### src/rtl/y_pc_fetch_if.sv
// ============================================================================
// y_pc_fetch_if : fetch-address handshake and redirect bus
// Revision: 1.0
// ============================================================================
`default_nettype none

interface y_pc_fetch_if #(
    parameter int WIDTH = 32
);
    logic             pc_valid;
    logic [WIDTH-1:0] pc;
    logic             pc_ready;
    logic             redirect_valid;
    logic [WIDTH-1:0] redirect_pc;

    modport master (
        output pc_valid,
        output pc,
        input  pc_ready,
        input  redirect_valid,
        input  redirect_pc
    );

    modport slave (
        input  pc_valid,
        input  pc,
        output pc_ready,
        output redirect_valid,
        output redirect_pc
    );
endinterface

`default_nettype wire

### src/rtl/y_pc_fetch.sv
// ============================================================================
// y_pc_fetch : PC register, next-PC select and valid/ready issue control
// Revision: 1.0
// ============================================================================
`default_nettype none

module y_pc_fetch #(
    parameter int               WIDTH    = 32,
    parameter logic [WIDTH-1:0] RESET_PC = '0,
    parameter int               STEP     = 4,
    parameter int               CNTW     = 16
) (
    input  wire logic            clk,
    input  wire logic            reset_n,
    input  wire logic            start_i,
    input  wire logic            halt_i,
    y_pc_fetch_if.master         bus,
    output logic [CNTW-1:0]      issued_o,
    output logic                 running_o
);

    localparam logic [WIDTH-1:0] STEP_W = WIDTH'(STEP);

    typedef enum logic [1:0] {
        IDLE   = 2'd0,
        RUN    = 2'd1,
        HALTED = 2'd2
    } state_t;

    state_t           state_q, state_d;
    logic             valid_q, valid_d;
    logic [WIDTH-1:0] pc_q, pc_d;
    logic [CNTW-1:0]  issued_q, issued_d;
    logic             fire;

    assign fire = valid_q & bus.pc_ready;

    always_comb begin
        state_d = state_q;
        case (state_q)
            IDLE:    if (start_i)             state_d = RUN;
            RUN:     if (halt_i)              state_d = HALTED;
            HALTED:  if (start_i && !halt_i)  state_d = RUN;
            default:                          state_d = IDLE;
        endcase

        // Redirect overrides the sequential step even when the old PC is accepted.
        if (bus.redirect_valid) begin
            pc_d = bus.redirect_pc;
        end else if (fire) begin
            pc_d = pc_q + STEP_W;
        end else begin
            pc_d = pc_q;
        end

        issued_d = issued_q + CNTW'(fire);
        valid_d  = (state_d == RUN);
    end

    always_ff @(posedge clk or negedge reset_n) begin
        if (!reset_n) begin
            state_q  <= IDLE;
            valid_q  <= 1'b0;
            pc_q     <= RESET_PC;
            issued_q <= '0;
        end else begin
            state_q  <= state_d;
            valid_q  <= valid_d;
            pc_q     <= pc_d;
            issued_q <= issued_d;
        end
    end

    assign bus.pc_valid = valid_q;
    assign bus.pc       = pc_q;
    assign issued_o     = issued_q;
    assign running_o    = valid_q;

endmodule

`default_nettype wire
### src/flat_wrapper.sv
// flat-port wrapper written by rule: the top's interface ports become plain ports
module y_pc_fetch_flat 
#(
    parameter int               WIDTH    = 32,
    parameter logic [WIDTH-1:0] RESET_PC = '0,
    parameter int               STEP     = 4,
    parameter int               CNTW     = 16
)
  (clk, reset_n, start_i, halt_i, issued_o, running_o, bus_pc_valid, bus_pc, bus_pc_ready, bus_redirect_valid, bus_redirect_pc);
  y_pc_fetch_if #(.WIDTH(WIDTH)) bus_i ();
  input  wire logic clk;
  input  wire logic reset_n;
  input  wire logic start_i;
  input  wire logic halt_i;
  output logic [CNTW-1:0] issued_o;
  output logic running_o;
  output wire logic [$bits(bus_i.pc_valid)-1:0] bus_pc_valid;
  output wire logic [$bits(bus_i.pc)-1:0] bus_pc;
  input wire logic [$bits(bus_i.pc_ready)-1:0] bus_pc_ready;
  input wire logic [$bits(bus_i.redirect_valid)-1:0] bus_redirect_valid;
  input wire logic [$bits(bus_i.redirect_pc)-1:0] bus_redirect_pc;
  assign bus_pc_valid = bus_i.pc_valid;
  assign bus_pc = bus_i.pc;
  assign bus_i.pc_ready = bus_pc_ready;
  assign bus_i.redirect_valid = bus_redirect_valid;
  assign bus_i.redirect_pc = bus_redirect_pc;
  y_pc_fetch #(.WIDTH(WIDTH), .RESET_PC(RESET_PC), .STEP(STEP), .CNTW(CNTW)) u_core (.clk(clk), .reset_n(reset_n), .start_i(start_i), .halt_i(halt_i), .bus(bus_i), .issued_o(issued_o), .running_o(running_o));
endmodule
### config.mk
export PLATFORM = sky130hd
export DESIGN_NAME = y_pc_fetch_flat
export DESIGN_NICKNAME = d
export VERILOG_FILES = /design/src/rtl/y_pc_fetch_if.sv /design/src/rtl/y_pc_fetch.sv /design/src/flat_wrapper.sv
export SDC_FILE = /design/constraint.sdc
export NUM_CORES = 1
export LEC_CHECK = 0
export ABC_CLOCK_PERIOD_IN_PS = 2350
export CAP_MARGIN = 10
export CELL_PAD_IN_SITES_DETAIL_PLACEMENT = 0
export CELL_PAD_IN_SITES_GLOBAL_PLACEMENT = 1
export CORE_AREA = 2 2 92 94
export DETAILED_ROUTE_END_ITERATION = 7
export DIE_AREA = 0 0 94 96
export GPL_ROUTABILITY_DRIVEN = 0
export PLACE_DENSITY = 0.79
export SLEW_MARGIN = 0
export SYNTH_ARGS = -nofsm -noshare
export SYNTH_HDL_FRONTEND = slang
export SYNTH_SLANG_ARGS = --single-unit
### constraint.sdc
create_clock -name clk -period 2.35 [get_ports clk]
set_input_delay 0.47 -clock clk [delete_from_list [all_inputs] [get_ports clk]]
set_output_delay 0.47 -clock clk [all_outputs]
set_load 0.02 [all_outputs]
### Word level (Yosys, flattened, before mapping)

Cells that the tools add are included.

| word-level totals | value |
|---|---|
| register bits | 51 |
| latch bits | 0 |
| bits in writable memories | 0 |
| ROM bits | 0 |
| logic and storage cells | 20 |
| memories kept | 0 |

| cells by class | value |
|---|---|
| add/sub/neg operators | 2 |
| multipliers | 0 |
| div/mod/pow operators | 0 |
| magnitude comparators | 0 |
| eq/ne operators | 3 |
| shift operators | 0 |
| mux-type cells | 6 |
| bitwise operators | 1 |
| reductions and logical operators | 4 |

Operators by type and width:

| cell | number |
|---|---|
| 2-to-1 mux 32 bit | 2 |
| adder 32 x 3 -> 32 bit (second input constant) | 1 |
| adder 16 x 1 -> 16 bit | 1 |
| 2-to-1 mux 2 bit | 3 |
| case mux 2 bit (3 select lines) | 1 |
| equality test 2 x 1 -> 1 bit (second input constant) | 2 |
| equality test 2 bit (second input constant) | 1 |
| logical NOT 2 bit | 1 |
| nonzero test 2 bit | 1 |
| bitwise AND 1 bit | 1 |
| logical AND 1 bit | 1 |
| logical NOT 1 bit | 1 |

### Logic depth before layout (Yosys ltp)

| depth | value |
|---|---|
| depth in word-level cells | 5 |
| depth in mapped cells | 8 |
| depth with buffers taken out | 8 |

### Worst setup path after synthesis

Ideal clock, no wire load.

| path | value |
|---|---|
| kind | register to register |
| start | reg u_core.pc_q[23] (netlist: u_core.bus.pc[23]) |
| end | reg u_core.pc_q[31] (netlist: u_core.bus.pc[31]) |
| library setup time | 0.082 ns |
| arrival | 1.802 ns |
| setup slack | 0.466 ns |
| stages on the path, launching flop included | 5 |
| cells stage by stage | dfrtp_1 > nand3_2 > or4_4 > or4_1 > a31oi_1 |

| on the way | value |
|---|---|
| word-level cells in the longest chain between the ends | 3 |

RTL lines:

| element | line | source |
|---|---|---|
| start, declared | y_pc_fetch.sv:32 | `logic [WIDTH-1:0] pc_q, pc_d;` |
| start signal, assigned | y_pc_fetch.sv:69 | `pc_q <= pc_d;` |
| adder 32 x 3 -> 32 bit | y_pc_fetch.sv:51 | `pc_d = pc_q + STEP_W;` |
| 2-to-1 mux 32 bit | y_pc_fetch.sv:50 | `end else if (fire) begin` |
| 2-to-1 mux 32 bit | y_pc_fetch.sv:48 | `if (bus.redirect_valid) begin` |

No other way between the ends. The select of a mux whose other input is x is not followed.
A chain may end at the register's enable or synchronous reset.

### Worst setup path in the final report

| path | value |
|---|---|
| start | in bus_pc_ready |
| end | reg u_core.pc_q[26] (netlist: u_core.bus.pc[26]) |

| on the way | value |
|---|---|
| word-level cells in the longest chain between the ends | 2 |

RTL lines:

| element | line | source |
|---|---|---|
| start, declared | flat_wrapper.sv:19 | `input wire logic [$bits(bus_i.pc_ready)-1:0] bus_pc_ready;` |
| bitwise AND 1 bit | y_pc_fetch.sv:36 | `assign fire = valid_q & bus.pc_ready;` |
| nonzero test 2 bit (no line) | -- |  |

No other way between the ends.

==> out/summary.txt <==
run status: finished clean
clk root buf: clkbuf_8
critical path depth in cells: 5
Worst setup endpoint: u_core.bus.pc[26]$_DFFE_PN0N_
Synth area leaders: dfrtp_1 48%, nand2_1 4.9%, or4_1 4.5%
area share of the largest cell type after synthesis: 47.9%
max-capacitance violation count: 0
Max Clock Skew: 0.00372 ns
pwr dens: 655 nW/µm²
Netlist Area Pre-Place: 2660 µm²
Worst Hold Class: primary input to async pin
Worst-Margin Slew: 0.326 ns
first drt pass iteration count: 4
antenna violations before repair: 0
total negative setup slack: 0 ns
Sequential Area: 1280 µm²
Largest stage delay, worst path: 0.62 ns
RSZ-0062 raised after global routing: no
Detail Route Antenna Nets: 0
Setup Buffers After CTS: 0
Hold Buf Count CTS: 0
CP Max Fanout: 6
Final Cell Area: 3760 µm²
critical path startpoint: bus_pc_ready
vias in the first global route: 2358
clk sinks: 51
Peak VDD IR: 0.265 mV
# diodes: 0
worst relative slew slack: 78.2%
clock latency on the worst-skew pair: 0.30 ns
H-tree Lvls: 2
Slowest cell on crit path: or4_2
WS Path Type: primary input to flip-flop
Register-to-Register Path Depth: 4
DIE AREA: 9020 µm²
HPWL after DPL: 4940 µm
total track usage: 15.5%
Worst R2R End: u_core.bus.pc[27]$_DFFE_PN0N_
Final Slew Violations: 0
Synth Warn #: 0
Seq cells post-synth: 51
Setup-failing EPs final: 0
P_leak: 1.50 nW
clk buf depth: 2
initial core utilization: 33.1%
Total Nets Final: 404
Yosys cell types: 37
total congestion overflow: 0
largest net degree at the start of global routing: 52
Tmin final: 2.00 ns
Die H: 96 µm
startpoint types: primary input
WL final: 6510 µm
CP arrival: 2.22 ns
crit-path cells: clkdlybuf4s50_1 -> and4_2 -> nand4_4 -> or4_2 -> a31oi_1
iteration-0 DRC count of the detailed router: 92
Area after DPL: 3650 µm²
CORE AREA: 8050 µm²
asr flop ratio synth: 100%
DR DRC count: 0
EDFF count, synth: 0
WP data required: 2.57 ns
Rows: 33
TritonCTS clock tree: done
FILL cells: 797
Most used DFF post-synth: dfrtp_1
reg-to-reg setup timing slack: 0.45 ns
Synth Instances: 270
cell taking the most area after synthesis: dfrtp_1
Die W: 94 µm
routed len/inst: 13.9 µm
most frequent cell after synthesis: dfrtp_1
syn_nets: 311
CP delay by family, top: simple AND/OR/NAND/NOR gates
area of the multi-input gates: 1260 µm²
Num CTS Buffers: 5
ratio of cells with drive above 1 in the final layout: 9.09%
CTS clk-pin slew, worst paths: 0.09 ns
register area share after synthesis: 47.9%
Crit Reg-Reg Startpoint: u_core.bus.pc[5]$_DFFE_PN0N_
worst path bufs/invs: 1
synthesized area per cell: 9.87 µm²
I/O pin count: 88
Crit. End Element: flip-flop
Fin. Hold Viols: 0
first-pass GRT wire length: 11100 µm
post-cts sizing count: 0
PortBufs: 87
Area Growth Syn to Fin: 41.1%
f_max: 500 MHz
Tcrit/Tclk final: 85.2%
drt via density: 4.99
vias: 2333
most frequent cells after synthesis: 51 x dfrtp_1, 35 x nand2_1, 20 x nand3_1
## worst min path at each step
stage                                        from                       endpoint  depth (start not counted)
CTS                                       reset_n    u_core.state_q[1]$_DFF_PN0_                          2
floorplan                                 reset_n   u_core.bus.pc[0]$_DFFE_PN0P_                          0
finish                                    reset_n    u_core.state_q[0]$_DFF_PN0_                          2
global route                              reset_n    u_core.state_q[1]$_DFF_PN0_                          2
detailed placement  u_core.issued_o[15]$_DFF_PN0_  u_core.issued_o[15]$_DFF_PN0_                          1
global placement    u_core.issued_o[15]$_DFF_PN0_  u_core.issued_o[15]$_DFF_PN0_                          1
## state kept, by name, summed over array words and instances, names as in the netlist
name / flops
u_core.bus.pc: 32
u_core.issued_o: 16
u_core.state_q: 2
u_core.bus.pc_valid: 1
## through the flow
stage / utilization [%] / hold slack [ns] / setup slack (ns) / power, mW / std cells
floorplan: - / 0.174 / 0.466 / 1.51 / 270
global placement: 45.4 / 0.461 / 0.0529 / 1.87 / 461
detailed placement: 45.4 / 0.474 / 0.0128 / 1.89 / 461
CTS: 46.7 / 0.151 / 0.340 / 2.50 / 468
global route: 46.7 / 0.161 / 0.250 / 2.62 / 468
finish: 46.7 / 0.149 / 0.349 / 2.46 / 468
## cell type report
class | count | share of cell area (%)
sequential | 51 | 34.0
timing repair buffer | 98 | 25.6
inverter | 7 | 0.699
clock inverter | 2 | 0.999
multi-input combinational | 200 | 33.5
tap | 105 | 3.50
clock buffer | 5 | 1.83
## where the power goes
group          internal (mW)  switching [mW]
clock                  0.312           0.293
sequential             0.998           0.140
combinational          0.365           0.354
## layer usage
metal | part of all wire, % | global-route usage (%)
met1 | 44 | 19.2
met5 | 0 | 0
met2 | 48 | 26.8
met3 | 7.0 | 4.07
met4 | 1.2 | 3.99
## layout by cell type (no fill, tap or decap), drive strengths merged, types with 5 or more instances in the layout
cell / instances
clkbuf: 5
clkdlybuf4s50: 86
dfrtp: 51
nand4: 11
xor2: 12
inv: 6
and3: 6
buf: 12
nor2: 19
xnor2: 12
or4: 18
o31ai: 12
nand3: 21
o21ai: 14
nand2: 35
o211ai: 5
a31oi: 14
## kinds of logic after synthesis
kind of cell	count (synthesis)	synth area share, %
compound gates	48	11.4
xor+xnor	24	7.89
fa+ha+maj	3	1.41
buf+inv	19	4.88
flops	51	47.9
mux	3	1.22
simple gates	122	25.3
Power figures use the tool's default switching activity.
